`src/rtl/wb_uart_loader.sv`:
```
// wb_uart_loader
// UART (8N1) to Wishbone boot loader. Receives a framed program image
//   0xA5, ADR_H, ADR_L, CNT_H, CNT_L, {DAT_H, DAT_L} x CNT
// and writes each 16-bit word to a Wishbone slave as a single write-only master.
//
// Parameters:
//   CLK_DIV  clock cycles per UART bit (8..65535)
// Ports:
//   clk      system clock, rising edge
//   rst      asynchronous active-high reset
//   rxd      UART serial input (asynchronous, idle high)
//   adr      Wishbone address
//   dout     Wishbone write data
//   cyc/stb  Wishbone cycle / strobe
//   sel      byte selects (2'b11 during a cycle)
//   we       write enable (high during a cycle)
//   ack/err/rty  slave termination inputs
//   busy     frame in progress (header accepted until done/abort)
//   done     one-cycle pulse on successful frame completion
//   error    sticky error flag, cleared by the next accepted header
module wb_uart_loader #(
    parameter int CLK_DIV = 868
) (
    input  logic        clk,
    input  logic        rst,
    input  logic        rxd,
    output logic [15:0] adr,
    output logic [15:0] dout,
    output logic        cyc,
    output logic        stb,
    output logic [1:0]  sel,
    output logic        we,
    input  logic        ack,
    input  logic        err,
    input  logic        rty,
    output logic        busy,
    output logic        done,
    output logic        error
);

    localparam logic [15:0] HALF_BIT = 16'(CLK_DIV / 2 - 1);
    localparam logic [15:0] FULL_BIT = 16'(CLK_DIV - 1);

    typedef enum logic [1:0] {
        R_IDLE,
        R_START,
        R_DATA,
        R_STOP
    } rx_state_t;

    typedef enum logic [3:0] {
        P_IDLE,
        P_ADRH,
        P_ADRL,
        P_CNTH,
        P_CNTL,
        P_DATH,
        P_DATL,
        P_WRITE,
        P_DONE
    } p_state_t;

    rx_state_t   r_rx_state;
    logic        r_rx_s1;
    logic        r_rx_s2;
    logic        r_rx_prev;
    logic [15:0] r_rx_cnt;
    logic [2:0]  r_rx_bits;
    logic [7:0]  r_rx_shift;
    logic        r_rx_valid;
    logic        r_rx_ferr;

    p_state_t    r_p_state;
    logic [15:0] r_adr;
    logic [15:0] r_dout;
    logic        r_cyc;
    logic        r_stb;
    logic [1:0]  r_sel;
    logic        r_we;
    logic        r_busy;
    logic        r_done;
    logic        r_error;
    logic [15:0] r_rem;
    logic [7:0]  r_cnt_h;
    logic [7:0]  r_dat_h;

    logic        w_term_fail;

    assign w_term_fail = err | rty;

    assign adr   = r_adr;
    assign dout  = r_dout;
    assign cyc   = r_cyc;
    assign stb   = r_stb;
    assign sel   = r_sel;
    assign we    = r_we;
    assign busy  = r_busy;
    assign done  = r_done;
    assign error = r_error;

    // UART receiver: synchronizer, start-bit validation, 8 data bits, stop bit
    always_ff @(posedge clk or posedge rst) begin
        if (rst) begin
            r_rx_state <= R_IDLE;
            r_rx_s1    <= 1'b1;
            r_rx_s2    <= 1'b1;
            r_rx_prev  <= 1'b1;
            r_rx_cnt   <= 16'h0000;
            r_rx_bits  <= 3'd0;
            r_rx_shift <= 8'h00;
            r_rx_valid <= 1'b0;
            r_rx_ferr  <= 1'b0;
        end else begin
            r_rx_s1    <= rxd;
            r_rx_s2    <= r_rx_s1;
            r_rx_prev  <= r_rx_s2;
            r_rx_valid <= 1'b0;
            r_rx_ferr  <= 1'b0;
            case (r_rx_state)
                R_IDLE: begin
                    r_rx_cnt <= 16'h0000;
                    // Only a genuine high-to-low transition starts a frame, so a
                    // line left low after a bad stop bit does not retrigger.
                    if (r_rx_prev && !r_rx_s2) begin
                        r_rx_state <= R_START;
                    end else begin
                        r_rx_state <= R_IDLE;
                    end
                end
                R_START: begin
                    if (r_rx_cnt == HALF_BIT) begin
                        r_rx_cnt  <= 16'h0000;
                        r_rx_bits <= 3'd0;
                        if (!r_rx_s2) begin
                            r_rx_state <= R_DATA;
                        end else begin
                            r_rx_state <= R_IDLE;
                        end
                    end else begin
                        r_rx_cnt <= r_rx_cnt + 16'h0001;
                    end
                end
                R_DATA: begin
                    if (r_rx_cnt == FULL_BIT) begin
                        r_rx_cnt   <= 16'h0000;
                        r_rx_shift <= {r_rx_s2, r_rx_shift[7:1]};
                        if (r_rx_bits == 3'd7) begin
                            r_rx_state <= R_STOP;
                        end else begin
                            r_rx_bits <= r_rx_bits + 3'd1;
                        end
                    end else begin
                        r_rx_cnt <= r_rx_cnt + 16'h0001;
                    end
                end
                R_STOP: begin
                    if (r_rx_cnt == FULL_BIT) begin
                        r_rx_cnt   <= 16'h0000;
                        r_rx_state <= R_IDLE;
                        r_rx_valid <= r_rx_s2;
                        r_rx_ferr  <= ~r_rx_s2;
                    end else begin
                        r_rx_cnt <= r_rx_cnt + 16'h0001;
                    end
                end
                default: begin
                    r_rx_state <= R_IDLE;
                end
            endcase
        end
    end

    // Frame parser and Wishbone master with registered bus outputs
    always_ff @(posedge clk or posedge rst) begin
        if (rst) begin
            r_p_state <= P_IDLE;
            r_adr     <= 16'h0000;
            r_dout    <= 16'h0000;
            r_cyc     <= 1'b0;
            r_stb     <= 1'b0;
            r_sel     <= 2'b00;
            r_we      <= 1'b0;
            r_busy    <= 1'b0;
            r_done    <= 1'b0;
            r_error   <= 1'b0;
            r_rem     <= 16'h0000;
            r_cnt_h   <= 8'h00;
            r_dat_h   <= 8'h00;
        end else begin
            r_done <= 1'b0;
            case (r_p_state)
                P_IDLE: begin
                    if (r_rx_valid && (r_rx_shift == 8'hA5)) begin
                        r_busy    <= 1'b1;
                        r_error   <= 1'b0;
                        r_p_state <= P_ADRH;
                    end
                end
                P_ADRH: begin
                    if (r_rx_valid) begin
                        r_adr[15:8] <= r_rx_shift;
                        r_p_state   <= P_ADRL;
                    end
                end
                P_ADRL: begin
                    if (r_rx_valid) begin
                        r_adr[7:0] <= r_rx_shift;
                        r_p_state  <= P_CNTH;
                    end
                end
                P_CNTH: begin
                    if (r_rx_valid) begin
                        r_cnt_h   <= r_rx_shift;
                        r_p_state <= P_CNTL;
                    end
                end
                P_CNTL: begin
                    if (r_rx_valid) begin
                        // Zero-length frame completes right away; done is raised
                        // here so it appears the cycle after the CNT_L strobe.
                        if ({r_cnt_h, r_rx_shift} == 16'h0000) begin
                            r_done    <= 1'b1;
                            r_busy    <= 1'b0;
                            r_p_state <= P_DONE;
                        end else begin
                            r_rem     <= {r_cnt_h, r_rx_shift};
                            r_p_state <= P_DATH;
                        end
                    end
                end
                P_DATH: begin
                    if (r_rx_valid) begin
                        r_dat_h   <= r_rx_shift;
                        r_p_state <= P_DATL;
                    end
                end
                P_DATL: begin
                    if (r_rx_valid) begin
                        r_dout    <= {r_dat_h, r_rx_shift};
                        r_cyc     <= 1'b1;
                        r_stb     <= 1'b1;
                        r_we      <= 1'b1;
                        r_sel     <= 2'b11;
                        r_p_state <= P_WRITE;
                    end
                end
                P_WRITE: begin
                    // A byte arriving mid-write cannot be buffered: drop it.
                    if (r_rx_valid) begin
                        r_error <= 1'b1;
                    end
                    if (w_term_fail) begin
                        r_cyc     <= 1'b0;
                        r_stb     <= 1'b0;
                        r_we      <= 1'b0;
                        r_sel     <= 2'b00;
                        r_error   <= 1'b1;
                        r_busy    <= 1'b0;
                        r_p_state <= P_IDLE;
                    end else if (ack) begin
                        r_cyc <= 1'b0;
                        r_stb <= 1'b0;
                        r_we  <= 1'b0;
                        r_sel <= 2'b00;
                        r_adr <= r_adr + 16'h0001;
                        r_rem <= r_rem - 16'h0001;
                        if (r_rem == 16'h0001) begin
                            r_done    <= 1'b1;
                            r_busy    <= 1'b0;
                            r_p_state <= P_DONE;
                        end else begin
                            r_p_state <= P_DATH;
                        end
                    end
                end
                P_DONE: begin
                    r_p_state <= P_IDLE;
                end
                default: begin
                    r_p_state <= P_IDLE;
                end
            endcase
            // Framing error aborts the frame, except during a write, which must
            // be allowed to terminate cleanly on the bus.
            if (r_rx_ferr) begin
                r_error <= 1'b1;
                if (r_p_state != P_WRITE) begin
                    r_busy    <= 1'b0;
                    r_p_state <= P_IDLE;
                end
            end
        end
    end

endmodule

```
`config.mk`:
```
export PLATFORM = sky130hd
export DESIGN_NAME = wb_uart_loader
export DESIGN_NICKNAME = d
export VERILOG_FILES = /design/src/rtl/wb_uart_loader.sv
export SDC_FILE = /design/constraint.sdc
export NUM_CORES = 1
export LEC_CHECK = 0
export ABC_AREA = 0
export CORE_MARGIN = 4
export CORE_UTILIZATION = 30
export DETAILED_ROUTE_END_ITERATION = 8
export HOLD_SLACK_MARGIN = 0.12
export SYNTH_ARGS = -nofsm -noshare
export SYNTH_HDL_FRONTEND = slang
export SYNTH_SLANG_ARGS = --single-unit
export TNS_END_PERCENT = 20
```
`constraint.sdc`:
```
create_clock -name clk -period 3.05 [get_ports clk]
set_input_delay 0.305 -clock clk [delete_from_list [all_inputs] [get_ports clk]]
set_output_delay 0.305 -clock clk [all_outputs]
set_load 0.1 [all_outputs]
```
==> impl_metrics.yaml, run 1 <==
detailed_routing:
  drt-total-wl_um: 13400
  ant_nets: 0
  drc: 0
  detail_route.vias_per_cell: 5.41
  routedWlPerCell_um: 16.8
  route.vias.total: 4336
  dr.pass1.iters: 4
  drt_iter0_markers: 259
synth:
  async_reset_ff_share_pct: 100
  ys_ff_latch: 106
  synthesis.nets: 554
  synthTopCellsByCount: "dfrtp_1, nor2_1, nand2_1"
  synth_area_sq_um: 5400
  synthCells: 541
  synth.area.top_cells: "dfrtp_1, mux2_2, a21oi_1"
  synth_area_per_cell_sq_um: 9.99
  yosysWarnings: 0
  synth_top_area_share_pct: 47.7
  synthFlopType: "dfrtp_1"
  synth_edf_count: 0
  synth.most_common_cell: "dfrtp_1"
  ys_types: 67
  ys_seq_area_share_pct: 49.2
  yosysTopAreaCell: "dfrtp_1"
setup_path:
  worstRegToRegCells: 5
  cp_cell_sequence: "nand4b_1 -> nor3_1 -> o22ai_1 -> o21ai_0 -> o21ai_0"
  critPathLaunch: "r_p_state[0]$_DFF_PP0_"
  r2r_start: "r_p_state[0]$_DFF_PP0_"
  crit_path_top_delay_cell: "dfrtp_1"
  crit_family: "simple AND/OR/NAND/NOR gates"
  crit_fanout: 13
  worstPathArrival_ps: 2610
  crit_type: "flip-flop to flip-flop"
  r2r_slack_ps: 640
  cp-start-kind: "flip-flop"
  end_kind: "flip-flop"
  cpMostUsedCell: "o21ai_0"
  required_ps: 3250
  r2r_end: "adr[7]$_DFFE_PP0P_"
  cp_num_buf_inv: 0
  critical_path.max_stage_delay_ps: 600
sta:
  rsz0062_at_grt: "false"
  hold_slack_ps: 362
  hold_viol_final: 0
  clock_skew_ps: 8.92
  post-route-period-util_pct: 78.9
  maxSlewViolCount: 0
  setup_viol: 0
  worst_pin_slew_ps: 976
  maxSlewHeadroom_pct: 34.8
  tns_ps: 0
  finalCriticalPeriod_ps: 2410
  fmax_ghz: 0.416
clock_tree:
  hold_buffers: 0
  clk_pin_slew_worst_paths_ps: 70
  clkLatencyLatePin_ps: 350
  cts_tree: "built"
  cts_root_buffer: "clkbuf_16"
  clkSinkCount: 106
  numCtsBuffers: 9
  cts-resized-gates: 0
  cts_buffer_depth: 2
  htreeDepth: 3
  post_cts_buffers: 0
final_layout:
  fillCellCount: 1754
  final_cells: 801
  final_layout_size_suffix_gt1_share_pct: 19.4
  syn_to_final_growth_pct: 16.1
  finalNetCount: 584
  diodes: 0
grt:
  grt_usage_pct: 13.5
  grt_start_max_net_pins: 58
  grt_pass1_vias: 4118
  grt_first_pass_wirelength_um: 22000
  grt_overflow: 0
  antenna_found_initial: 0
place:
  place.gp.congestion: 0.837
  io_buffers: 45
  place_inst: 785
  dp_hpwl_um: 9320
power_and_ir_drop:
  report.power.total_uw: 2830
  ir_drop_uv: 446
  p_per_area_nw_per_um2: 452
  leakagePower_uw: 0.00274
status:
  outcome: "completed"
floorplanning:
  die_width_um: 142
  coreArea_sq_um: 17500
  die_h_um: 142
  die-area_sq_um: 20200
  rows: 48
  ioPinCount: 46
  start_util_pct: 30.9
min_path:
  hold_end: "r_rx_s1$_DFF_PP1_"
  min_path_type: "input port to flip-flop"
  whs_path_depth: 1
  hold_start: "rxd"
job:
  drv_cap: 0
==> worst reg2reg max path: stages (launching register included) <==
cell      delay, ps
dfrtp_1         600
nand4b_1        330
nor3_1          510
o22ai_1         440
o21ai_0         270
o21ai_0         110
==> metal layers <==
layer	part of all wire, %	global-route usage (%)	vias up
li1	-	-	2054
met3	4.5	3.06	18
met2	47	21.6	129
met1	46	18.5	2135
met4	2.0	3.94	0
met5	0	0	-
==> where the power goes <==
part           internal (uW)  total (uW)  leakage, uW  switching (uW)
clock                    571        1130     0.000145             558
sequential              1440        1500      0.00142            57.2
combinational           74.2         201      0.00117             127
total                   2090        2830      0.00274             742
==> per-stage QoR <==
stage          setup WS [ps]  utilization [%]  area (sq um)
4_1_cts                  714             35.9          6270
2_1_floorplan            702                -          5410
6_report                 644             35.9          6270
3_5_place_dp             462             34.2          5980
3_3_place_gp             595             34.2          5980
5_1_grt                  431             35.9          6270
==> registers in the layout (all words and copies together) (netlist names), 3 cells and up, named ones only <==
name / cells
r_cnt_h: 8
r_rx_shift: 8
r_rx_bits: 3
r_rx_cnt: 16
adr: 16
r_rem: 16
dout: 16
r_dat_h: 8
r_p_state: 4
==> layout by cell type, fill, tap and decap left out, types with 3 or more instances in the layout <==
master | netlist | final
o21ai_0 | 19 | 19
nand3_1 | 12 | 12
o22ai_1 | 12 | 12
nand3b_1 | 7 | 7
or4_1 | 3 | 3
dfrtp_1 | 103 | 103
o31ai_1 | 3 | 3
dfstp_2 | 3 | 3
clkbuf_16 | 0 | 9
buf_4 | 5 | 40
nor4_1 | 11 | 11
a2bb2oi_1 | 5 | 5
mux2_2 | 40 | 40
o22a_1 | 5 | 5
nor3_1 | 16 | 16
nor2_1 | 54 | 54
ha_1 | 7 | 7
nand2_1 | 45 | 45
clkdlybuf4s50_1 | 0 | 14
xnor2_1 | 8 | 8
xor2_1 | 6 | 6
nand4_1 | 17 | 17
nor3b_1 | 6 | 6
and3_1 | 10 | 10
inv_1 | 11 | 10
o211ai_1 | 3 | 3
a21oi_1 | 41 | 41
and2_1 | 3 | 3
a31oi_1 | 7 | 7
==> logic make-up after synthesis <==
logic type	Yosys count	share of synthesized area, %
DFF	106	49.2
muxes	42	8.78
adders and majority gates	7	1.62
xor gates and xnor gates	14	2.27
AOI/OAI and AO/OA	120	14.2
and+or+nand+nor	205	20.1
buffers and inverters	47	3.87
==> final cells by class <==
type	count	area [sq um]	share of cell area (%)
multi-input cells	388	2540	40.5
clock buffers	9	225	3.59
inverters	11	45.0	0.718
repair buffers	55	460	7.34
flip-flops and latches	106	2660	42.3
clock inverters	7	63.8	1.02
well taps	225	282	4.49
==> worst max-delay path by stage <==
stage                                      end  slack [ps]  depth (start not counted)
after global placement    r_rem[9]$_DFFE_PP0P_         600                          5
after floorplan            adr[13]$_DFFE_PP0P_         700                          6
after detailed placement  r_rem[9]$_DFFE_PP0P_         460                          5
after global routing        adr[7]$_DFFE_PP0P_         430                          5
after CTS                 r_rem[9]$_DFFE_PP0P_         710                          5
final                       adr[7]$_DFFE_PP0P_         640                          5
(Power assumes the default switching activity.)
==> run 2, diff against run 1 <==
- clock period: 3.05 -> 2.3 ns (I/O delays scaled with it)
==> run 2 against run 1 <==
Effect of this change:
- fmax increased by 15%
- core utilization increased by 1.2 points
- die area unchanged
- power increased by 35%
- critical path type unchanged
- worst setup slack got worse by 430 ps
- via count increased by 2.2%
- combinational power increased by 35%
- clock-buffer cell count increased by 2
- sequential power increased by 33%
==> impl_metrics.yaml, run 2 (same netlist as run 1, synthesis figures left out) <==
status:
  outcome: "completed"
sta:
  finalCriticalPeriod_ps: 2080
  maxSlewHeadroom_pct: 44.7
  maxSlewViolCount: 0
  hold_slack_ps: 291
  worst_pin_slew_ps: 822
  setup_viol: 0
  post-route-period-util_pct: 90.6
  hold_viol_final: 0
  rsz0062_at_grt: "false"
  clock_skew_ps: 7.22
  fmax_ghz: 0.480
final_layout:
  fillCellCount: 1709
  diodes: 0
  final_layout_size_suffix_gt1_share_pct: 24.4
  area.sequential_sq_um: 2660
  final_cell_area_sq_um: 6470
  final_common_cell: "dfrtp_1"
  most-common-layout-cells: "dfrtp_1, buf_4, nor2_1, nand2_1, a21oi_1"
  syn_to_final_growth_pct: 19.8
  finalNetCount: 610
  multi_input_area_sq_um: 2550
grt:
  grt_pass1_vias: 4412
  grt_overflow: 0
  grt_usage_pct: 13.9
  grt_start_max_net_pins: 35
  grt_first_pass_wirelength_um: 22700
  antenna_found_initial: 0
floorplanning:
  die_width_um: 142
  start_util_pct: 30.9
  rows: 48
  die-area_sq_um: 20200
  coreArea_sq_um: 17500
  die_h_um: 142
  ioPinCount: 46
clock_tree:
  clkSinkCount: 106
  clkLatencyLatePin_ps: 350
  post_cts_buffers: 0
  numCtsBuffers: 9
  cts_buffer_depth: 2
  clk_pin_slew_worst_paths_ps: 70
  cts_tree: "built"
  cts_root_buffer: "clkbuf_16"
  htreeDepth: 3
detailed_routing:
  detail_route.vias_per_cell: 5.36
  routedWlPerCell_um: 16.5
  drt_iter0_markers: 243
  route.vias.total: 4431
  ant_nets: 0
  dr.pass1.iters: 5
  drt-total-wl_um: 13700
  drc: 0
place:
  placed_area_sq_um: 6170
  io_buffers: 45
  place.gp.congestion: 0.895
  dp_hpwl_um: 9830
setup_path:
  cp-start-kind: "flip-flop"
  end_kind: "flip-flop"
  worstPathArrival_ps: 2320
  required_ps: 2530
  crit_type: "flip-flop to flip-flop"
  crit_fanout: 6
power_and_ir_drop:
  leakagePower_uw: 0.00289
  ir_drop_uv: 546
  p_per_area_nw_per_um2: 590
min_path:
  min_path_type: "input port to flip-flop"
job:
  drv_cap: 0
run 2: cell types whose count changed in the layout (fill, tap and decap cells not counted):
cell / change
inv_8: -1
clkbuf_1: +2
clkinv_2: -1
nor4_2: +2
buf_4: +34
bufinv_16: +1
buf_12: +1
clkdlybuf4s50_1: -9
nor4_1: -2
clkinv_8: -1
run 2: repair_timing:
item / CTS / global route
gates resized for setup: 0 / 2
hold endpoints to repair: 0 / 0
endpoints found under the setup margin: 0 / 2
hold buffers: 0 / 0
run 2: path summary, 6_finish.rpt:
path	start	to	slack, ps	cells after the start
min reg2reg	r_rx_s1$_DFF_PP1_	r_rx_s2$_DFF_PP1_	360	0
min in group asynchronous	rst	r_rem[7]$_DFFE_PP0P_	330	2
max in group asynchronous	rst	r_cnt_h[3]$_DFFE_PP0P_	1320	3
min	rxd	r_rx_s1$_DFF_PP1_	290	1
max reg2reg	r_rem[4]$_DFFE_PP0P_	r_p_state[0]$_DFF_PP0_	220	5
max	r_rem[4]$_DFFE_PP0P_	r_p_state[0]$_DFF_PP0_	220	5
run 2: cell type report:
cell class | count | share of cell area, %
Sequential cell | 106 | 41.0
Inverter | 11 | 0.696
Tap cell | 225 | 4.35
Multi-Input combinational cell | 388 | 39.4
Clock buffer | 11 | 3.59
Timing Repair Buffer | 81 | 9.97
Clock inverter | 5 | 0.947
run 2: per-stage QoR:
step | instances | total power [uW] | utilization (%) | TNS, ps | setup slack (ps)
6_report | 827 | 3820 | 37.0 | 0 | 217
5_1_grt | 827 | 4000 | 37.0 | 0 | 26.9
4_1_cts | 827 | 3880 | 37.0 | 0 | 182
3_5_place_dp | 811 | 2300 | 35.3 | 0 | 97.1
3_3_place_gp | 811 | 2300 | 35.3 | 0 | 149
2_1_floorplan | 541 | 2210 | - | -109 | -48.0
run 2: routing by layer:
metal	up-vias	global-route usage, %	wire length (um)
li1	2097	-	-
met1	2178	18.1	6070
met2	124	22.8	6520
met3	32	3.02	685
met4	0	5.30	395
met5	-	0	0
run 2: critical path, cell delays in order (launching register included):
cell and delay [ps]:
dfrtp_1 420, or4_4 580, nor4_2 250, and3_1 230, nor2_1 80, o41a_1 390
run 2: report_power, final:
part           leakage, uW  internal, uW  switching, uW  total [uW]
combinational      0.00133           102            170         272
clock             0.000144           854            701        1550
sequential         0.00142          1920           74.5        1990
==> run 3, diff against run 2 <==
- CORE_UTILIZATION: 30 -> 45
==> run 3 against run 2 <==
Effect of this change:
- via count is 2.0% lower
- worst setup slack improved by 20 ps
- power up 1.1%
- worst hold slack got worse by 15 ps
- clock power grew 3%
- critical path type unchanged
- critical endpoint unchanged
==> impl_metrics.yaml, run 3 (same netlist as run 1, synthesis figures left out) <==
status:
  outcome: "completed"
floorplanning:
  die_width_um: 118
  rows: 39
  ioPinCount: 46
  die-area_sq_um: 13800
  start_util_pct: 46.7
  die_h_um: 118
  coreArea_sq_um: 11600
sta:
  hold_viol_final: 0
  maxSlewHeadroom_pct: 45.3
  clock_skew_ps: 7.24
  finalCriticalPeriod_ps: 2060
  rsz0062_at_grt: "false"
  maxSlewViolCount: 0
  worst_pin_slew_ps: 813
  post-route-period-util_pct: 89.7
  fmax_ghz: 0.485
  setup_viol: 0
  tns_ps: 0
clock_tree:
  numCtsBuffers: 9
  clkLatencyLatePin_ps: 350
  htreeDepth: 3
  clkSinkCount: 106
  cts_buffer_depth: 2
  hold_buffers: 0
  cts_root_buffer: "clkbuf_16"
  clk_pin_slew_worst_paths_ps: 70
  cts-resized-gates: 0
  post_cts_buffers: 0
  cts_tree: "built"
min_path:
  hold_end: "r_rx_s1$_DFF_PP1_"
  whs_path_depth: 1
  min_path_type: "input port to flip-flop"
  hold_start: "rxd"
final_layout:
  utilization_pct: 54.7
  finalNetCount: 604
  most-common-layout-cells: "dfrtp_1, buf_4, nor2_1, nand2_1, a21oi_1"
  diodes: 0
  final_common_cell: "dfrtp_1"
  syn_to_final_growth_pct: 17.1
  final_layout_size_suffix_gt1_share_pct: 23.8
  fillCellCount: 1027
detailed_routing:
  routedWlPerCell_um: 17.5
  ant_nets: 0
  drc: 0
  dr.pass1.iters: 6
  detail_route.vias_per_cell: 5.87
  route.vias.total: 4341
  drt-total-wl_um: 13000
  drt_iter0_markers: 276
power_and_ir_drop:
  p_per_area_nw_per_um2: 610
  ir_drop_uv: 638
  leakagePower_uw: 0.00287
setup_path:
  worstPathArrival_ps: 2300
  cp-start-kind: "flip-flop"
  r2r_end: "r_p_state[0]$_DFF_PP0_"
  required_ps: 2540
  r2r_start: "r_rem[4]$_DFFE_PP0P_"
  worstRegToRegCells: 5
  crit_fanout: 6
  end_kind: "flip-flop"
  r2r_slack_ps: 240
  crit_type: "flip-flop to flip-flop"
grt:
  grt_start_max_net_pins: 107
  grt_overflow: 0
  grt_usage_pct: 19.4
  grt_first_pass_wirelength_um: 22100
  grt_pass1_vias: 4387
  antenna_found_initial: 0
place:
  place.gp.congestion: 0.871
  io_buffers: 45
  dp_hpwl_um: 9000
job:
  drv_cap: 0
run 3: final cells by class:
cell class | count | area, sq um | area share [%]
Sequential cell | 106 | 2660 | 42.0
Multi-Input combinational cell | 388 | 2550 | 40.2
Timing Repair Buffer | 75 | 588 | 9.30
Clock buffer | 10 | 239 | 3.78
Tap cell | 143 | 179 | 2.83
Clock inverter | 6 | 72.6 | 1.15
Inverter | 11 | 45.0 | 0.712
run 3: worst max-delay path, cell delays in order (launching register included):
cell     delay [ps]
dfrtp_1         420
or4_4           590
nor4_2          220
and3_1          240
nor2_1           80
o41a_1          400
run 3: routing by layer:
| layer | global-route usage (%) | vias up | wire [um] |
|---|---|---|---|
| met5 | 0 | - | 0 |
| met4 | 5.20 | 0 | 198 |
| met1 | 25.6 | 2149 | 5980 |
| met2 | 32.2 | 91 | 6220 |
| li1 | - | 2079 | - |
| met3 | 4.71 | 22 | 553 |
run 3: stage by stage:
step / setup slack (ps) / total power, uW / hold slack, ps / instances / instance area, sq um
after floorplan: -48.0 / 2210 / 234 / 541 / 5410
after global placement: 86.3 / 2290 / 347 / 723 / 6010
after detailed placement: -23.8 / 2300 / 352 / 723 / 6010
after CTS: 68.1 / 3920 / 264 / 739 / 6320
after global routing: 80.8 / 4020 / 276 / 739 / 6330
final: 237 / 3860 / 276 / 739 / 6330
run 3: power by group:
part | leakage [uW] | total [uW] | internal, uW | switching (uW)
Clock | 0.000155 | 1600 | 888 | 715
Sequential | 0.00142 | 1990 | 1920 | 74.8
Combinational | 0.00129 | 265 | 98.0 | 167
Total | 0.00287 | 3860 | 2900 | 957
run 3: how the worst max path moves through the flow:
stage	from	endpoint	slack [ps]	cells after the start
CTS	r_rx_shift[3]$_DFFE_PP0P_	r_rem[4]$_DFFE_PP0P_	70	5
detailed placement	ack	adr[14]$_DFFE_PP0P_	-20	6
global route	r_rem[1]$_DFFE_PP0P_	r_rem[14]$_DFFE_PP0P_	80	7
finish	r_rem[4]$_DFFE_PP0P_	r_p_state[0]$_DFF_PP0_	240	5
floorplan	adr[3]$_DFFE_PP0P_	adr[13]$_DFFE_PP0P_	-50	6
global placement	ack	adr[14]$_DFFE_PP0P_	90	6
